**config.mk**
```make
export PLATFORM = sky130hd
export DESIGN_NAME = pc_fetch_ctrl
export DESIGN_NICKNAME = d
export VERILOG_FILES = /design/src/rtl/pc_fetch_ctrl.sv
export SDC_FILE = /design/constraint.sdc
export NUM_CORES = 1
export LEC_CHECK = 0
export BUFFER_PORTS_ARGS = -buffer_cell sky130_fd_sc_hd__buf_4
export CORE_MARGIN = 5
export CORE_UTILIZATION = 45
export CTS_CLUSTER_DIAMETER = 150
export CTS_CLUSTER_SIZE = 12
export DETAILED_ROUTE_END_ITERATION = 10
export PLACE_DENSITY = 0.78
export SLEW_MARGIN = 10
export SYNTH_ARGS = -nofsm -noshare
export SYNTH_HDL_FRONTEND = slang
export SYNTH_SLANG_ARGS = --single-unit
```
**constraint.sdc**
```tcl
create_clock -name mp_clk_in -period 3.85 [get_ports mp_clk_in]
set_input_delay 0.5775 -clock mp_clk_in [delete_from_list [all_inputs] [get_ports mp_clk_in]]
set_output_delay 0.5775 -clock mp_clk_in [all_outputs]
set_load 0.1 [all_outputs]
```
**src/rtl/pc_fetch_ctrl.sv**
```systemverilog
// rtl/pc_fetch_ctrl.sv - RV32I fetch sequencer: PC ownership, imem handshake, decode handoff
// Redirects and misaligned-target traps take priority over memory and decode handshakes.
module pc_fetch_ctrl #(
  parameter logic [31:0] BOOT_ADDR = 32'h0000_0000,
  parameter logic [31:0] TRAP_ADDR = 32'h0000_0100
) (
  input  logic        mp_clk_in,
  input  logic        mp_rst_in,
  input  logic        branch_taken_in,
  input  logic [31:0] branch_target_in,
  input  logic        stall_in,
  output logic        imem_req_out,
  output logic [31:0] imem_addr_out,
  input  logic        imem_ready_in,
  input  logic [31:0] imem_data_in,
  output logic        instr_valid_out,
  output logic [31:0] instr_out,
  output logic [31:0] instr_pc_out,
  output logic [31:0] pc_out,
  output logic        trap_out,
  output logic [31:0] trap_pc_out
);

  typedef enum logic [1:0] {IDLE, REQ, HOLD, TRAP} state_t;

  state_t state;

  assign imem_req_out  = (state == REQ);
  assign imem_addr_out = pc_out;
  assign trap_out      = (state == TRAP);

  always_ff @(posedge mp_clk_in or posedge mp_rst_in) begin
    if (mp_rst_in) begin
      state           <= IDLE;
      pc_out          <= BOOT_ADDR;
      instr_valid_out <= 1'b0;
      instr_out       <= 32'h0;
      instr_pc_out    <= 32'h0;
      trap_pc_out     <= 32'h0;
    end else begin
      case (state)
        IDLE: state <= REQ;
        REQ, HOLD: begin
          if (branch_taken_in) begin
            // A redirect discards both in-flight data and any held instruction.
            instr_valid_out <= 1'b0;
            if (branch_target_in[1:0] == 2'b00) begin
              pc_out <= branch_target_in;
              state  <= REQ;
            end else begin
              trap_pc_out <= branch_target_in;
              state       <= TRAP;
            end
          end else if (state == REQ) begin
            if (imem_ready_in) begin
              instr_out       <= imem_data_in;
              instr_pc_out    <= pc_out;
              instr_valid_out <= 1'b1;
              pc_out          <= pc_out + 32'd4;
              state           <= HOLD;
            end
          end else if (!stall_in) begin
            instr_valid_out <= 1'b0;
            state           <= REQ;
          end
        end
        TRAP: begin
          pc_out <= TRAP_ADDR;
          state  <= REQ;
        end
        default: state <= IDLE;
      endcase
    end
  end

endmodule

```
==> flow_metrics.py, run 1 <==
metrics = {
    "clock_network": {
        "root_buffer": "clkbuf_16",
        "tritoncts": "yes",
        "postCtsHoldBufs": 0,
        "cts_buffers": 17,
        "cts_resized": 0,
        "clock_sinks": 131,
        "htreeDepth": 4,
        "cts.clk_slew.worst_paths_ns": 0.05,
        "clock_latency_ns": 0.41,
        "cts_setup_buffers": 0,
        "ctsLongestPathBuffers": 2,
    },
    "logic_synthesis": {
        "yosys.cell_types.count": 60,
        "synth_compound_area_share_pct": 9.699,
        "synth_top_family_by_area": "multiplexers",
        "synthAdderAreaFrac_pct": 1.017,
        "yosys.area.top_type": "dfrtp_1",
        "ys_seq_area_share_pct": 53.27,
        "synth_edf_count": 0,
        "syn_inst": 524,
        "yosys-top-cells-area": "dfrtp_1 (53%), mux2_2 (17%), buf_4 (4.1%), nand2_1 (2.6%), o21ai_0 (2.5%)",
        "synthFlopType": "dfrtp_1",
        "synth_xor_area_share_pct": 0.2847,
        "synthMuxAreaShare_pct": 17.32,
        "synth_area_per_cell_um2": 11.74,
        "synth-async-reset-ratio_pct": 100.0,
        "yosysTopAreaCellShare_pct": 53.27,
        "yosysWarnings": 0,
        "synth_nets": 598,
        "synthSimpleGateAreaFrac_pct": 11.55,
        "syn_area_um2": 6153,
        "synth-seq-cells": 131,
    },
    "final_layout": {
        "diodes": 0,
        "final_common_cell": "buf_4",
        "nets": 791,
        "layout_common_cells": "buf_4 (233), dfrtp_1 (131), mux2_2 (92)",
        "drive_gt1_share_pct": 51.37,
        "syn_to_final_growth_pct": 36.52,
    },
    "timing": {
        "fin_setup_tns_ns": 0,
        "clock_skew_ns": 0.007660,
        "finalHoldViolCount": 0,
        "min_period_over_period_pct": 66.65,
        "fmax_mhz": 389.7,
        "finalSetupViolCount": 0,
        "tightest_slew_ns": 1.032,
        "period_needed_ns": 2.566,
        "slew_viol_final": 0,
        "rsz0062_at_grt": "no",
        "slew_headroom_pct": 31.08,
    },
    "floorplanning": {
        "fp.dieW_um": 126.9,
        "die_area_um2": 16110,
        "rows": 42,
        "io_pins": 232,
        "dieHeight_um": 126.9,
        "core_area_um2": 13350,
        "start_util_pct": 46.10,
    },
    "global_routing": {
        "grt_overflow": 0,
        "grt_pass1_wl_um": 27990,
        "grt_max_degree": 84,
        "antenna_found_initial": 0,
        "grt_pass1_vias": 5325,
        "track_usage_pct": 21.72,
    },
    "placed_design": {
        "gp_congestion": 0.8559,
        "portBuffers": 231,
        "dpl.hpwl_um": 12740,
    },
    "detailed_routing": {
        "antenna_left": 0,
        "first_iter_violations": 281,
        "vias_per_cell": 5.570,
        "wl_per_cell_um": 19.32,
        "dr_total_vias": 5046,
        "wirelength_um": 17500,
        "drc": 0,
        "drtPass1Iterations": 5,
    },
    "job": {
        "maxCapViolations": 0,
    },
    "critical_path": {
        "crit_required_ns": 4.14,
        "crit_path_max_fanout": 66,
        "r2r_slack_ns": 1.28,
        "critPathCaptureType": "flip-flop",
        "crit_type": "flip-flop to flip-flop",
        "start_kind": "flip-flop",
        "critPathArrivalTime_ns": 2.86,
    },
    "hold_path": {
        "holdCritPathClass": "input pin to flip-flop",
    },
    "run_status": {
        "outcome": "finished clean",
    },
}
## layout make-up
type | instances | area (um^2)
clock buffer | 25 | 525.5
inverter | 8 | 33.78
sequential | 131 | 3278
timing repair buffer | 234 | 1769
fill | 1074 | 4947
multi-input combinational | 325 | 2480
clock inverter | 7 | 93.84
tap | 176 | 220.2
## Yosys cell counts, types with 5 or more instances
cell        n
buf_2       9
buf_4      34
nor2_1     20
nor3_1      8
clkbuf_1   11
nor4_1      7
a21oi_1    16
a22oi_1     8
ha_1        5
inv_1       8
nand4_1    11
dfrtp_1   131
mux2_2     92
nand2_1    43
nand3_1    14
o21ai_0    31
## cells by family (layout without fill, tap and decap cells)
group           count (synthesis)  count (layout)
compound gates                 90              90
buf+inv                        68             274
mux                            95              95
fa+ha+maj                       5               5
simple gates                  133             133
flops                         131             131
xor+xnor                        2               2
## final timing paths
kind / from / cells after the start / to
setup / recovery: state[0] / 6 / instr_pc_out[10]
hold / removal: branch_target_in[29] / 3 / imem_addr_out[29]
setup reg to reg: state[0] / 6 / instr_pc_out[10]
hold reg to reg: instr_pc_out[24] / 2 / instr_pc_out[24]
max in group asynchronous: mp_rst_in / 3 / imem_addr_out[15]
min in group asynchronous: mp_rst_in / 2 / instr_out[4]
## metrics by stage
stage	utilization, %	setup slack [ns]	hold slack, ns	instances	instance area, um^2
2_1_floorplan	-	1.134	0.5718	524	6157
3_3_place_gp	58.30	1.326	0.4649	874	7781
3_5_place_dp	58.30	1.214	0.4747	874	7781
4_1_cts	62.94	1.289	0.3675	906	8401
5_1_grt	62.94	1.072	0.3873	906	8401
6_report	62.94	1.284	0.3855	906	8401
## metal layers
layer	global-route usage (%)	wire, um	vias to the layer above
met5	0	0	-
met1	27.27	7018	2475
met2	36.24	8573	269
met4	7.445	316	0
li1	-	-	2271
met3	6.053	1590	31
## worst max-delay path: stages, from the launching register on
cell and delay, ns:
dfrtp_1 0.38, inv_1 0.10, ha_1 0.58, nand2_1 0.13
nor2_1 0.23, nand2_4 0.47, mux2_2 0.49
## sequential cells by signal (all words and copies together), names as in the netlist
register,count
instr_pc_out,32
trap_pc_out,32
instr_valid_out,1
instr_out,32
state,2
imem_addr_out,32
Power of run 1 is not shown: default switching activity piles up to over one toggle a cycle in this logic, so the estimate is an artifact.
==> inputs of run 2 (changes only) <==
--- a/config.mk
+++ b/config.mk
@@ -7,11 +7,11 @@
 export LEC_CHECK = 0
 export BUFFER_PORTS_ARGS = -buffer_cell sky130_fd_sc_hd__buf_4
 export CORE_MARGIN = 5
-export CORE_UTILIZATION = 45
+export CORE_UTILIZATION = 49
 export CTS_CLUSTER_DIAMETER = 150
 export CTS_CLUSTER_SIZE = 12
 export DETAILED_ROUTE_END_ITERATION = 10
-export PLACE_DENSITY = 0.78
+export PLACE_DENSITY = 0.81
 export SLEW_MARGIN = 10
 export SYNTH_ARGS = -nofsm -noshare
 export SYNTH_HDL_FRONTEND = slang
==> constraint.sdc (replaced) <==
create_clock -name mp_clk_in -period 2.7 [get_ports mp_clk_in]
set_input_delay 0.405 -clock mp_clk_in [delete_from_list [all_inputs] [get_ports mp_clk_in]]
set_output_delay 0.405 -clock mp_clk_in [all_outputs]
set_load 0.1 [all_outputs]
==> run 2 against run 1 <==
Compared with the run above:
- worst hold slack worse by 0.18 ns
- design area up 0.13%
- sequential cell count stayed put
- maximum frequency rose by 3.2%
- die area shrank 7.5%
- via count is 0.44% lower
- clock skew fell by 0.0013 ns
- register-to-register slack got worse by 1.1 ns
- core utilization rose by 4.5 points
- critical path type unchanged
- largest cell class unchanged
==> flow_metrics.py, run 2 (synthesis results as in run 1) <==
metrics = {
    "run_status": {
        "outcome": "finished clean",
    },
    "detailed_routing": {
        "antenna_left": 0,
        "wl_per_cell_um": 18.83,
        "wirelength_um": 17080,
        "drc": 0,
        "drtPass1Iterations": 5,
        "dr_total_vias": 5024,
        "vias_per_cell": 5.539,
        "first_iter_violations": 450,
    },
    "clock_network": {
        "cts_resized": 0,
        "ctsLongestPathBuffers": 2,
        "tritoncts": "yes",
        "cts.clk_slew.worst_paths_ns": 0.05,
        "clock_sinks": 131,
        "root_buffer": "clkbuf_16",
        "cts_buffers": 17,
        "clock_latency_ns": 0.41,
        "htreeDepth": 4,
    },
    "placed_design": {
        "dpl.hpwl_um": 12750,
        "gp_congestion": 0.8606,
        "portBuffers": 231,
    },
    "critical_path": {
        "crit_type": "flip-flop to flip-flop",
        "start_kind": "flip-flop",
        "crit_required_ns": 2.97,
        "critPathArrivalTime_ns": 2.76,
        "critPathCaptureType": "flip-flop",
        "crit_path_max_fanout": 33,
    },
    "timing": {
        "period_needed_ns": 2.486,
        "finalSetupViolCount": 0,
        "fin_setup_tns_ns": 0,
        "tightest_slew_ns": 0.9530,
        "slew_viol_final": 0,
        "clock_skew_ns": 0.006311,
        "finalHoldViolCount": 0,
        "hold-worst-slack_ns": 0.2076,
        "min_period_over_period_pct": 92.06,
        "fmax_mhz": 402.3,
        "slew_headroom_pct": 36.42,
        "rsz0062_at_grt": "no",
    },
    "final_layout": {
        "nets": 799,
        "final_common_cell": "buf_4",
        "syn_to_final_growth_pct": 36.70,
        "layout_common_cells": "buf_4 (239), dfrtp_1 (131), mux2_2 (92)",
        "drive_gt1_share_pct": 51.43,
        "diodes": 0,
    },
    "global_routing": {
        "grt_max_degree": 45,
        "antenna_found_initial": 0,
        "track_usage_pct": 23.19,
        "grt_overflow": 0,
        "grt_pass1_vias": 5179,
        "grt_pass1_wl_um": 26830,
    },
    "floorplanning": {
        "dieHeight_um": 122.1,
        "core_area_um2": 12470,
        "rows": 41,
        "io_pins": 232,
        "start_util_pct": 49.36,
        "die_area_um2": 14900,
        "fp.dieW_um": 122.1,
    },
    "hold_path": {
        "holdCritPathClass": "input pin to flip-flop",
    },
    "job": {
        "maxCapViolations": 0,
    },
}
-- run 2: cell count changes in the layout (fill, tap and decap cells not counted) --
cell,change
dlygate4sd3_1,+1
clkbuf_8,-4
clkinvlp_4,-2
buf_4,+6
ha_2,+1
clkinv_4,-1
clkinv_2,+2
ha_1,-1
buf_12,+1
clkbuf_1,+2
-- run 2: area by class of cell --
class,instances,area [um^2]
inverter,8,33.78
clock inverter,6,80.08
fill,967,4054
tap,172,215.2
clock buffer,23,478.0
sequential,131,3278
timing repair buffer,242,1844
multi-input combinational,325,2482
-- run 2: worst paths after layout --
kind,start,to,slack (ns),depth (start not counted)
worst max-delay path,state[0],imem_addr_out[21],0.21,8
worst min-delay path,branch_target_in[29],imem_addr_out[29],0.21,3
worst max register to register,state[0],imem_addr_out[21],0.21,8
worst min register to register,instr_pc_out[24],instr_pc_out[24],0.48,2
max in group asynchronous,mp_rst_in,instr_pc_out[17],1.44,4
min in group asynchronous,mp_rst_in,instr_pc_out[1],0.46,3
-- run 2: stage by stage --
stage / util [%] / std cells / cell area (um^2) / setup WS [ns]
after detailed placement: 62.92 / 877 / 7844 / 0.2353
after global routing: 67.48 / 907 / 8412 / 0.01183
final: 67.48 / 907 / 8412 / 0.2143
after floorplan: - / 524 / 6160 / 0.06021
after CTS: 67.48 / 907 / 8412 / 0.2286
after global placement: 62.92 / 877 / 7844 / 0.3739
-- run 2: per-layer routing --
metal / up-vias / share of wire (%) / GRT usage, %
met3: 25 / 10 / 6.917
met4: 0 / 1.7 / 7.138
li1: 2275 / - / -
met1: 2465 / 38 / 28.38
met5: - / 0 / 0
met2: 259 / 50 / 39.64
-- run 2: what timing repair did --
| item | 4_1_cts | 5_1_grt |
|---|---|---|
| endpoints found under the hold margin | 4 | 0 |
| hold buffers | 1 | 0 |
| setup buffers | 0 | 0 |
-- run 2: critical path, stage by stage (launching register included) --
cell and delay, ns:
dfrtp_1 0.38, inv_1 0.10, ha_1 0.49, o211ai_4 0.14
buf_4 0.42, o221a_2 0.39, nand2_1 0.14, o311ai_0 0.13
o21ai_0 0.14
Power of run 2 is left out for the same reason.
